$ cat config.mk
export PLATFORM = sky130hd
export DESIGN_NAME = sub32_serial
export DESIGN_NICKNAME = d
export VERILOG_FILES = /design/src/rtl/sub32_serial.sv
export SDC_FILE = /design/constraint.sdc
export NUM_CORES = 1
export LEC_CHECK = 0
export CORE_ASPECT_RATIO = 1.75
export CORE_MARGIN = 2
export CORE_UTILIZATION = 35
export CTS_BUF_LIST = sky130_fd_sc_hd__clkbuf_16
export CTS_CLUSTER_SIZE = 8
export DETAILED_ROUTE_END_ITERATION = 10
export PLACE_DENSITY_LB_ADDON = 0.15
export RECOVER_POWER = 25
export SLEW_MARGIN = 15
export SYNTH_ARGS = -nofsm -noshare
export SYNTH_HDL_FRONTEND = slang
export SYNTH_SLANG_ARGS = --single-unit
$ cat constraint.sdc
create_clock -name clk -period 5.2 [get_ports clk]
set_input_delay 1.04 -clock clk [delete_from_list [all_inputs] [get_ports clk]]
set_output_delay 1.04 -clock clk [all_outputs]
set_load 0.005 [all_outputs]
$ cat src/rtl/sub32_serial.sv
// sub32_serial: multi-cycle two's-complement subtractor.
// Computes d = a - b as a + ~b + 1, one 4-bit nibble per clock (LSB nibble
// first), with the carry rippled between nibbles through a register.
// co is the final carry out; ov is the carry into the MSB XOR the carry out.
module sub32_serial #(
    parameter int WIDTH = 32
) (
    input  logic             clk,
    input  logic             reset,
    input  logic             start,
    input  logic [WIDTH-1:0] a,
    input  logic [WIDTH-1:0] b,
    output logic             busy,
    output logic             done,
    output logic [WIDTH-1:0] d,
    output logic             co,
    output logic             borrow,
    output logic             ov,
    output logic             z,
    output logic             n
);

    localparam int NIB = WIDTH / 4;
    localparam int CW  = (NIB > 1) ? $clog2(NIB) : 1;
    localparam logic [CW-1:0] LAST_NIB = CW'(NIB - 1);

    typedef enum logic [1:0] {
        IDLE = 2'd0,
        RUN  = 2'd1,
        FIN  = 2'd2
    } state_t;

    state_t           state;
    state_t           state_nxt;

    logic [WIDTH-1:0] a_reg;     // minuend, shifted right one nibble per RUN cycle
    logic [WIDTH-1:0] b_reg;     // complemented subtrahend, shifted alongside a_reg
    logic [WIDTH-1:0] res_reg;   // partial difference, filled from the top nibble down
    logic             carry;     // carry into the nibble currently being processed
    logic [CW-1:0]    count;     // index of the nibble currently being processed

    logic [4:0]       s5;        // nibble sum with carry out in bit 4
    logic [3:0]       s3;        // low three bits plus carry; bit 3 is carry into bit 3
    logic             c3;
    logic             last_nib;
    logic [WIDTH-1:0] d_next;

    // Nibble adder: this cycle's 4-bit slice plus the carry into bit 3.
    always_comb begin
        s5       = {1'b0, a_reg[3:0]} + {1'b0, b_reg[3:0]} + {4'b0, carry};
        s3       = {1'b0, a_reg[2:0]} + {1'b0, b_reg[2:0]} + {3'b0, carry};
        c3       = s3[3];
        last_nib = (count == LAST_NIB);
        d_next   = {s5[3:0], res_reg[WIDTH-1:4]};
    end

    // State register.
    always_ff @(posedge clk or posedge reset) begin
        if (reset) begin
            state <= IDLE;
        end else begin
            // NOTE: sequential state uses non-blocking assignments so every
            // register samples pre-edge values regardless of statement order.
            state <= state_nxt;
        end
    end

    // Next-state and handshake outputs; start is honoured only from IDLE.
    always_comb begin
        // NOTE: every output gets a default before the case so no path
        // leaves a signal unassigned, which would infer a latch.
        state_nxt = state;
        busy      = 1'b0;
        done      = 1'b0;
        case (state)
            IDLE: begin
                if (start) state_nxt = RUN;
            end
            RUN: begin
                busy = 1'b1;
                if (last_nib) state_nxt = FIN;
            end
            FIN: begin
                done      = 1'b1;
                state_nxt = IDLE;
            end
            default: state_nxt = IDLE;
        endcase
    end

    // Datapath: capture operands on start, process one nibble per RUN cycle,
    // and load the visible result and flags with the last nibble so they are
    // valid throughout FIN and hold until the next operation completes.
    always_ff @(posedge clk or posedge reset) begin
        if (reset) begin
            a_reg   <= '0;
            b_reg   <= '0;
            res_reg <= '0;
            carry   <= 1'b0;
            count   <= '0;
            d       <= '0;
            co      <= 1'b0;
            borrow  <= 1'b0;
            ov      <= 1'b0;
            z       <= 1'b0;
            n       <= 1'b0;
        end else begin
            if (state == IDLE && start) begin
                a_reg <= a;
                b_reg <= ~b;
                carry <= 1'b1;
                count <= '0;
            end else if (state == RUN) begin
                a_reg   <= {4'b0, a_reg[WIDTH-1:4]};
                b_reg   <= {4'b0, b_reg[WIDTH-1:4]};
                res_reg <= d_next;
                carry   <= s5[4];
                count   <= count + CW'(1);
                if (last_nib) begin
                    d      <= d_next;
                    co     <= s5[4];
                    borrow <= ~s5[4];
                    ov     <= c3 ^ s5[4];
                    z      <= (d_next == '0);
                    n      <= d_next[WIDTH-1];
                end
            end
        end
    end

endmodule

==> results.toml, run 1 <==
[detailed_routing]
ant_nets = 0
viasPerCell = 5.03
routedWlPerCell_um = 16.1
vias = 3982
first_iter_violations = 134
post-route-drc-count = 0
drtPass1Iterations = 4
drt-total-wl_um = 12700

[sta]
slew_violations = 152
slew_headroom_pct = -57.0
fin_crit_ns = 3.18
setup_violations = 0
max_freq_mhz = 314
hold_viol = 0
fin_worst_skew_ns = 0.00730
rsz0062_at_grt = "false"
worstMarginPinSlew_ns = 2.35
final.setup.tns_ns = 0
worst_slack_ns = 2.02
post-route-period-util_pct = 61.2

[status]
violations = "max-capacitance violations, max-slew violations"
run_status = "finished, violations left"

[power]
leakagePower_nw = 3.18
cellPowerDensity_nw_per_um2 = 607
p_clk_share_pct = 29.6
power_w = 0.00449
power_switching_w = 0.00135
combPwrFrac_pct = 30.4
p_int_w = 0.00314
max-vdd-ir-drop_uv = 258
swShare_pct = 30.0
seq_power_share_pct = 39.9

[clocking]
post_cts_buffers = 0
postCtsHoldBufs = 0
cts_buffer_depth = 2
cts_max_level = 4
cts.sinks = 134
cts_tree = "yes"
root_buffer = "clkbuf_16"
clk_pin_slew_ns = 0.06
clk_latency_ns = 0.41
cts_inserted_buffers = 17
cts_resized = 0

[global_routing]
antenna_found_initial = 0
grt_pass1_vias = 4003
grt_overflow_total = 0
grt_usage_pct = 15.6
grt_max_degree = 111
grt_pass1_wl_um = 20600

[yosys]
synth-edff-count = 0
syn-cell-area_um2 = 5600
synthTopCellsByArea = "dfrtp_1 60%, mux2_2 10%, o21ai_0 5.4%"
synthXorXnorAreaFrac_pct = 0.469
syn_inst = 497
ys_types = 33
synth_top_family_by_area = "compound AO/OA/AOI/OAI gates"
ys_seq_area_share_pct = 59.8
syn_nets = 571
syn_avg_cell_area_um2 = 11.3
synth.area.mux_share_pct = 11.2
synthArstFlopShare_pct = 100
synth_compound_area_share_pct = 14.0
synth_ff_type = "dfrtp_1"
ys_warn_count = 0
yosys.area_share.simple_pct = 9.02
yosysTopAreaCellShare_pct = 59.8
ys_ff_latch = 134
synthAdderAreaFrac_pct = 1.83
synth_largest_area_cell = "dfrtp_1"

[worst_setup_path]
crit_fanout = 110
slowest_delay_ns = 1.45
worstSetupEndpointType = "async pin"
cp.arrival_ns = 3.15
crit_chain = "dlygate4sd3_1 > clkinvlp_4"
slowest_stage = "clkinvlp_4"
cp_top_family = "buffers and inverters"
cp_num_buf_inv = 2
path_class = "in2async"
worstPathRequired_ns = 5.16
start_kind = "input pin"

[finish]
multi_input_area_um2 = 2050
fin_area_um2 = 7400
syn_to_final_growth_pct = 32.1
num_antenna_cells = 0
fillCellCount = 1502
drive_gt1_share_pct = 15.6
final_nets = 664
seqCellArea_um2 = 3360
mostFrequentLayoutCell = "dfrtp_1"
most-common-layout-cells = "132 x dfrtp_1, 103 x clkdlybuf4s50_1, 69 x nand2_1, 61 x o21ai_0, 52 x mux2_2"

[placement]
placed_cell_area_um2 = 6750
detailed_place_hpwl_um = 8540
finalWeightedCongestion = 0.744
portBuffers = 105
dpl_worst_slack_ns = 2.15

[die]
core_area_um2 = 15800
num_rows = 61
chipHeight_um = 171
start_util_pct = 35.5
die_w_um = 99.6
io_pins = 106
die_area_um2 = 17100

[run]
maxCapViolCount = 2

[hold_path]
hold_class = "reg2reg"
per-stage QoR:
| stage | hold WS, ns | util, % | cells |
|---|---|---|---|
| global placement | 0.462 | 42.7 | 760 |
| finish | 0.476 | 46.8 | 791 |
| global route | 0.505 | 46.8 | 791 |
| CTS | 0.483 | 46.9 | 791 |
| floorplan | 0.446 | - | 497 |
| detailed placement | 0.470 | 42.7 | 760 |
synthesized netlist by cell type, types with 2 or more instances:
cell / number
clkbuf_1: 12
xnor2_1: 2
nand2b_1: 2
buf_6: 3
fa_1: 2
ha_1: 5
a21o_1: 2
dfrtp_1: 134
buf_2: 16
buf_4: 4
o21ai_1: 3
mux2_2: 52
nand2_1: 68
o21ai_0: 61
a22oi_1: 28
a21oi_1: 35
inv_1: 2
nor2_1: 36
mux2_1: 3
nor2b_1: 3
a22o_1: 6
nor4_1: 7
worst paths after layout:
kind                            startpoint  cells after the start        end  slack [ns]
worst min register to register   b_reg[13]                      2  b_reg[13]        0.48
worst min-delay path             b_reg[13]                      2  b_reg[13]        0.48
worst max register to register    state[1]                      5          z        2.44
min in group asynchronous            reset                      2       d[2]        1.82
max in group clk                  state[1]                      3       done        2.19
worst max-delay path                 reset                      2   state[1]        2.02
per-layer routing:
layer	part of all wire, %	track usage [%]	vias to the layer above
li1	-	-	1917
met4	1.7	6.55	0
met5	0	0	-
met2	54	27.5	84
met3	3.5	3.74	18
met1	40	17.9	1963
cells by family (layout without fill, tap and decap cells):
group | count (synthesis) | after routing
buf+inv | 39 | 144
xor+xnor | 3 | 3
fa+ha+maj | 7 | 7
flops | 134 | 134
simple gates | 122 | 122
compound gates | 136 | 136
mux | 56 | 56
power by group through the flow:
stage / combinational [W] / clock [W] / sequential [W]
after floorplan: 0.000903 / 0 / 0.00173
after global placement: 0.00135 / 0 / 0.00180
after detailed placement: 0.00139 / 0 / 0.00182
after CTS: 0.00140 / 0.00136 / 0.00181
after global routing: 0.00153 / 0.00140 / 0.00186
final: 0.00137 / 0.00133 / 0.00179
area by class of cell:
cell class / count / area share (%)
tap: 189 / 3.20
timing repair buffer: 110 / 14.7
clock buffer: 17 / 5.75
multi-input combinational: 324 / 27.7
inverter: 3 / 0.203
sequential: 134 / 45.3
clock inverter: 14 / 3.13
(Power assumes the default switching activity.)
==> run 2: changes to the inputs <==
Clock period 5.2 ns to 2.85 ns, I/O delays scaled along.
==> run 2 against run 1 <==
The run now ends clean. Die area is the same. Register-to-register slack lost 1.9 ns. Critical path depth is the same. Critical path type is now reg2out. Largest cell class unchanged.
==> results.toml, run 2 (synthesis gave the netlist of run 1 again) <==
[power]
combPwrFrac_pct = 31.5
p_int_w = 0.00555
p_clk_share_pct = 27.7
swShare_pct = 30.6
seq_power_share_pct = 40.9
max-vdd-ir-drop_uv = 714
leakagePower_nw = 3.18
power_switching_w = 0.00245
cellPowerDensity_nw_per_um2 = 1080

[die]
start_util_pct = 35.5
core_area_um2 = 15800
chipHeight_um = 171
die_w_um = 99.6
num_rows = 61
die_area_um2 = 17100
io_pins = 106

[placement]
finalWeightedCongestion = 0.750
dp.cells = 763
portBuffers = 105
detailed_place_hpwl_um = 8670

[detailed_routing]
drtPass1Iterations = 6
routedWlPerCell_um = 16.0
drt-total-wl_um = 12700
first_iter_violations = 186
vias = 3998
ant_nets = 0
post-route-drc-count = 0
viasPerCell = 5.04

[sta]
fin_worst_skew_ns = 0.00790
slew_violations = 0
hold_viol = 0
max_freq_mhz = 413
rsz0062_at_grt = "false"
worstMarginPinSlew_ns = 0.729
post-route-period-util_pct = 85.0
fin_crit_ns = 2.42
setup_violations = 0
final.setup.tns_ns = 0
slew_headroom_pct = 51.4

[status]
run_status = "complete, no violations"

[global_routing]
use_met2_pct = 28.1
grt_usage_pct = 15.5
grtUsageMet3_pct = 3.41
grt_pass1_vias = 4108
top_usage_layer = "met2"
grt_pass1_wl_um = 20500
antenna_found_initial = 0
grt_use_met1_pct = 17.4
grt_overflow_total = 0
grt_max_degree = 135

[worst_setup_path]
worstSetupEndpointType = "output pin"
start_kind = "register"
cp.arrival_ns = 1.85
r2r_end = "z"
worstPathRequired_ns = 2.28
path_class = "reg2out"
rrSetupSlack_ns = 0.50
crit_fanout = 7
r2r_cells = 6
timing.rr.start = "a_reg[0]"

[finish]
mostFrequentLayoutCell = "dfrtp_1"
fin_cells = 794
syn_to_final_growth_pct = 31.7
most-common-layout-cells = "132 x dfrtp_1, 104 x clkdlybuf4s50_1, 68 x nand2_1, 61 x o21ai_0, 52 x mux2_2"
fillCellCount = 1485
final_nets = 667
num_antenna_cells = 0
drive_gt1_share_pct = 15.4

[clocking]
clk_pin_slew_ns = 0.06
cts_buffer_depth = 2
cts_max_level = 4
cts_tree = "yes"
root_buffer = "clkbuf_16"
cts_resized = 0
postCtsHoldBufs = 0
clk_latency_ns = 0.41
cts_inserted_buffers = 17
cts.sinks = 134
post_cts_buffers = 0

[hold_path]
hold_path_end = "a_reg[19]"
whs_path_depth = 2
hold_path.startpoint = "a_reg[19]"
hold_class = "reg2reg"

[run]
maxCapViolCount = 0
[run 2: cell count changes in the layout (fill, tap and decap cells not counted), moves of 2 or more]
cell | previous run | this run
clkinv_2 | 3 | 1
buf_4 | 5 | 7
inv_1 | 1 | 6
bufinv_16 | 6 | 4
[run 2: layout make-up]
class                           count  area (um2)  share of cell area [%]
Tap cell                          189         236                    3.20
Clock buffer                       17         425                    5.76
Multi-Input combinational cell    324        2050                    27.8
Clock inverter                     14         171                    2.32
Inverter                            3        15.0                   0.203
Timing Repair Buffer              113        1120                    15.2
Sequential cell                   134        3360                    45.5
[run 2: per-stage QoR]
step | hold WS, ns | cell area, um2 | total power [W] | util [%] | setup slack [ns]
finish | 0.477 | 7380 | 0.00801 | 46.7 | 0.428
global route | 0.506 | 7380 | 0.00854 | 46.7 | 0.328
CTS | 0.484 | 7380 | 0.00813 | 46.7 | 0.412
detailed placement | 0.470 | 6780 | 0.00589 | 42.9 | 0.343
global placement | 0.458 | 6780 | 0.00577 | 42.9 | 0.407
floorplan | 0.446 | 5610 | 0.00480 | - | 0.615
[run 2: layer usage]
layer	wire (um)	share of wire (%)
met5	0	0
met4	204	1.6
met2	7030	55
met3	486	3.8
met1	5020	39
[run 2: power by group through the flow]
stage	Clock, W	Sequential [W]	Combinational (W)
detailed placement	0	0.00332	0.00257
finish	0.00222	0.00327	0.00252
CTS	0.00227	0.00329	0.00257
global route	0.00235	0.00339	0.00280
floorplan	0	0.00315	0.00165
global placement	0	0.00329	0.00248
[run 2: worst max-delay path, cell delays in order (launching register included)]
cell             delay [ns]
dfrtp_2                0.44
nor2b_2                0.42
clkdlybuf4s50_1        0.58
[run 2: worst max path at each step]
stage             start        end  slack [ns]
3_5_place_dp      start  a_reg[18]        0.34
2_1_floorplan     reset   a_reg[0]        0.61
6_report       state[0]       busy        0.43
5_1_grt        state[0]       busy        0.33
4_1_cts        state[0]       busy        0.41
3_3_place_gp      start  a_reg[31]        0.41
==> run 3: changes to the inputs <==
Clock period 2.85 ns to 2.08 ns, I/O delays scaled along.
==> run 3 against run 2 <==
First-iteration DRC count is 13% lower. Clock skew is 0.0014 ns higher. Sequential share of layout area is 0.82 points lower. Routed wire length is 1.4% higher. Hold slack hardly changed. Global-route usage is 0.45 points higher. Combinational power is 42% higher. Flip-flop and latch count stayed put. Design area is 1.8% higher.
==> results.toml, run 3 (synthesis gave the netlist of run 1 again) <==
[clocking]
cts_buffer_depth = 2
postCtsHoldBufs = 0
cts.sinks = 134
root_buffer = "clkbuf_16"
cts_max_level = 4
cts_inserted_buffers = 17
clk_latency_ns = 0.41
clk_pin_slew_ns = 0.05
cts_tree = "yes"

[run]
maxCapViolCount = 0

[finish]
final_nets = 680
drive_gt1_share_pct = 18.1
syn_to_final_growth_pct = 34.2
fillCellCount = 1507
fin_area_um2 = 7520
num_antenna_cells = 0
most-common-layout-cells = "132 x dfrtp_1, 104 x clkdlybuf4s50_1, 68 x nand2_1, 61 x o21ai_0, 52 x mux2_2"
mostFrequentLayoutCell = "dfrtp_1"
fin_util_pct = 47.6

[detailed_routing]
post-route-drc-count = 0
vias = 4045
route.met2.wl_um = 7190
drtPass1Iterations = 4
routedWlPerCell_um = 16.0
first_iter_violations = 161
highest_layer = "met4"
wl_met1_um = 5070
ant_nets = 0
route.met3.wl_um = 430
viasPerCell = 5.01
drt-total-wl_um = 12900

[sta]
worstMarginPinSlew_ns = 1.15
fin_crit_ns = 2.00
hold_viol = 0
post-route-period-util_pct = 96.1
slew_headroom_pct = 22.9
worst_slack_ns = 0.0815
max_freq_mhz = 500
slew_violations = 0
rsz0062_at_grt = "false"
setup_violations = 0
fin_worst_skew_ns = 0.00928

[die]
core_area_um2 = 15800
start_util_pct = 35.5
die_w_um = 99.6
io_pins = 106
chipHeight_um = 171
num_rows = 61
die_area_um2 = 17100

[power]
cellPowerDensity_nw_per_um2 = 1470
leakagePower_nw = 3.25
max-vdd-ir-drop_uv = 673

[worst_setup_path]
worstPathRequired_ns = 2.34
worstSetupEndpointType = "register"
start_kind = "register"
path_class = "reg2reg"
cp.arrival_ns = 2.26
crit_fanout = 2

[status]
run_status = "complete, no violations"

[placement]
placed_cell_area_um2 = 6960
dpl_worst_slack_ns = -0.0537
finalWeightedCongestion = 0.741
portBuffers = 105
detailed_place_hpwl_um = 9220

[global_routing]
grt_max_degree = 58
grt_pass1_vias = 4181
grt_usage_pct = 16.0
grt_pass1_wl_um = 21200
antenna_found_initial = 0
grt_overflow_total = 0

[hold_path]
hold_class = "reg2reg"
[run 3: cell count changes in the layout (fill, tap and decap cells not counted), moves of 2 or more]
cell / change
buf_4: +6
buf_12: +4
clkinv_2: +2
clkbuf_2: +3
inv_1: -4
[run 3: area by class of cell]
class	count	area [um2]	share of cell area (%)
clock buffers	17	425	5.66
clock inverters	14	161	2.15
inverters	3	12.5	0.166
multi-input cells	324	2060	27.4
flip-flops and latches	134	3360	44.6
well taps	189	236	3.15
repair buffers	126	1260	16.8
[run 3: what timing repair did]
item                                    in CTS  in global routing
resized for setup                            2                  1
pin swaps                                    1                  1
cloned                                       0                  0
endpoints found under the setup margin       4                  6
buffers inserted                             0                  1
[run 3: report_power, final]
part | leakage, nW | total (W) | switching, W | internal (W)
registers | 1.70 | 0.00451 | 0.000782 | 0.00373
clock network | 0.284 | 0.00296 | 0.00110 | 0.00187
logic | 1.26 | 0.00359 | 0.00156 | 0.00202
[run 3: final timing paths]
kind | start | to | slack [ns] | depth (start not counted)
max in group asynchronous | reset | a_reg[10] | 0.41 | 3
hold / removal | b_reg[5] | b_reg[5] | 0.48 | 2
setup reg to reg | a_reg[0] | ov | 0.08 | 6
min in group asynchronous | reset | d[0] | 0.69 | 2
hold reg to reg | b_reg[5] | b_reg[5] | 0.48 | 2
setup / recovery | a_reg[0] | ov | 0.08 | 6
[run 3: metal layers]
layer	vias up	global-route usage, %
met5	-	0
li1	1957	-
met1	1988	18.0
met3	13	3.66
met4	0	6.08
met2	87	28.9
[run 3: worst max-delay path, cell delays in order (launching register included)]
cell and delay [ns]:
dfrtp_1 0.40, fa_2 0.42, fa_1 0.43, a21o_1 0.21, a21oi_2 0.18, xnor2_1 0.13
o21ai_0 0.09
[run 3: through the flow]
stage	instances	hold WS (ns)	power, W	setup TNS, ns
final	807	0.477	0.0111	0
after global routing	807	0.494	0.0118	0
after CTS	806	0.461	0.0112	0
after detailed placement	775	0.470	0.00820	-0.0655
after global placement	775	0.460	0.00804	-0.0459
after floorplan	497	0.446	0.00657	-0.157
==> edit: new RTL, settings of run 1 <==
`WIDTH`: 32 -> 64.
--- a/src/rtl/sub32_serial.sv
+++ b/src/rtl/sub32_serial.sv
@@ -3,7 +3,7 @@
 // first), with the carry rippled between nibbles through a register.
 // co is the final carry out; ov is the carry into the MSB XOR the carry out.
 module sub32_serial #(
-    parameter int WIDTH = 32
+    parameter int WIDTH = 64
 ) (
     input  logic             clk,
     input  logic             reset,
Interface: changed (resized a, b and d); port bits go from 106 to 202. The function was not compared with the original's and may differ.
==> edit against run 1 <==
  * The run still ends with max-capacitance violations, max-slew violations left
  * First-iteration DRC count rose to 4.5 times the old value
  * Wire length up 140%
  * Global-route usage up 2.6 points
  * Final area up 99%
  * Via count up 130%
  * Die area up 100%
  * Sequential cell count up 129
  * Total power up 74%
  * Setup slack worse by 0.43 ns
  * Synthesized area up 100%
  * Clock power up 62%
  * Critical path type unchanged
  * Largest power group unchanged
==> edit: results (changes against run 1) <==
Cells and area
  – Invs w/o clock: 7 (+4)
  – # fillers: 3175 (+110%)
  – Multi-input gate share of total cell area: 30.16% (+2.5 points)
  – Share of layout cells above drive strength 1: 4.589% (-11 points)
  – Clk tree area frac: 6.778% (-2.1 points)
  – Seq/total area: 44.84% (-0.50 points)
  – Final-stage net count: 1594 (+140%)
  – Signal buf overhead: 14.63% (-0.080 points)

Timing
  – Slew Viols, Final: 34 (-78%)
  – Clock skew: 0.02212 ns (+0.01482 ns)

Place
  – # placed instances: 1817 (+140%)
  – RePlAce Congestion: 0.7604 (+2.2%)
  – Post-DP HPWL: 20030 µm (+130%)

Detailed routing
  – Initial drt markers: 597 (+350%)
  – First drt pass iteration count: 7 (+3)
  – Metal2 WL: 16330 µm (+140%)
  – Routed len/inst: 16.57 µm (+2.9%)
  – Drt via density: 5.001 (-0.67%)
  – Via count of the routed design: 9301 (+130%)

Logic synthesis
  – Post-Synth XOR/XNOR Area: 0.1532% (-0.32 points)
  – Post-synthesis cell type count: 31 (-6.1%)
  – Synth top area cells: dfrtp_1 (58%), nand2_1 (16%), o21ai_0 (5.9%)
  – Post-Syn Instances: 1298 (+160%)
  – Adder-cell share of the synthesized area: 0.7877% (-1.0 points)
  – Multiplexer share of the synthesized area: 0% (-11 points)
  – Register area share after synthesis: 57.55% (-2.3 points)
  – Syn Area/Cell: 8.810 µm² (-22%)
  – Synth Area in Compound Gates: 13.81% (-0.15 points)
  – Syn nets: 1435 (+150%)

Worst setup path
  – Slowest cell on the critical path: clkbuf_1
  – Worst Setup EP: state[0]
  – Largest stage delay, worst path: 1.39 ns (-0.06 ns)

CTS
  – Max clock buf depth: 3 (+1)
  – Clk_lat worst skew: 0.52 ns (+0.11 ns)
  – CTS buffer count: 38 (+21)
  – Max H-tree Level: 2 (-2)

Global route
  – Vias in the first global route: 9367 (+130%)
  – Routing usage on met1: 22.39% (+4.5 points)
  – Met2 GRT Util: 32.77% (+5.3 points)
  – Global Route Usage Sum: 18.22% (+2.6 points)

Pwr
  – PD cells: 531.0 mW/mm² (-13%)
  – VDD IR max: 0.0002542 V (-1.3%)
  – P_leak: 0.006598 µW (+110%)

Run status
  – Run status: complete, but fails checks
  – Failing checks: max-capacitance violations, max-slew violations

Run
  – Max Cap Viol: 1 (-1)
==> edit: cell count changes after synthesis, sizes merged, moves of 28 or more <==
cell	run 1	this run
nor2	36	64
a21oi	35	76
clkbuf	12	53
mux2	55	0
nor3b	0	60
o21ai	64	135
nand2	69	487
a22oi	28	62
dfrtp	134	263
==> edit: how the worst min path moves through the flow <==
stage,from,end,slack [ns],cells after the start
6_report,d[23],d[23],0.47,2
5_1_grt,d[34],d[34],0.49,2
4_1_cts,d[25],d[25],0.47,2
3_3_place_gp,d[33],d[33],0.46,2
2_1_floorplan,count[3],count[3],0.45,1
3_5_place_dp,d[25],d[25],0.46,2
==> edit: cells by family after synthesis <==
logic type      after synthesis
simple gates                643
compound gates              280
flops                       263
buf+inv                     104
fa+ha+maj                     6
xor+xnor                      2
==> edit: where the power goes <==
| part | total (µW) | switching (µW) | internal (µW) |
|---|---|---|---|
| Sequential | 3440 | 600 | 2840 |
| Combinational | 2210 | 1180 | 1030 |
| Clock | 2150 | 834 | 1310 |
| Total | 7800 | 2620 | 5190 |
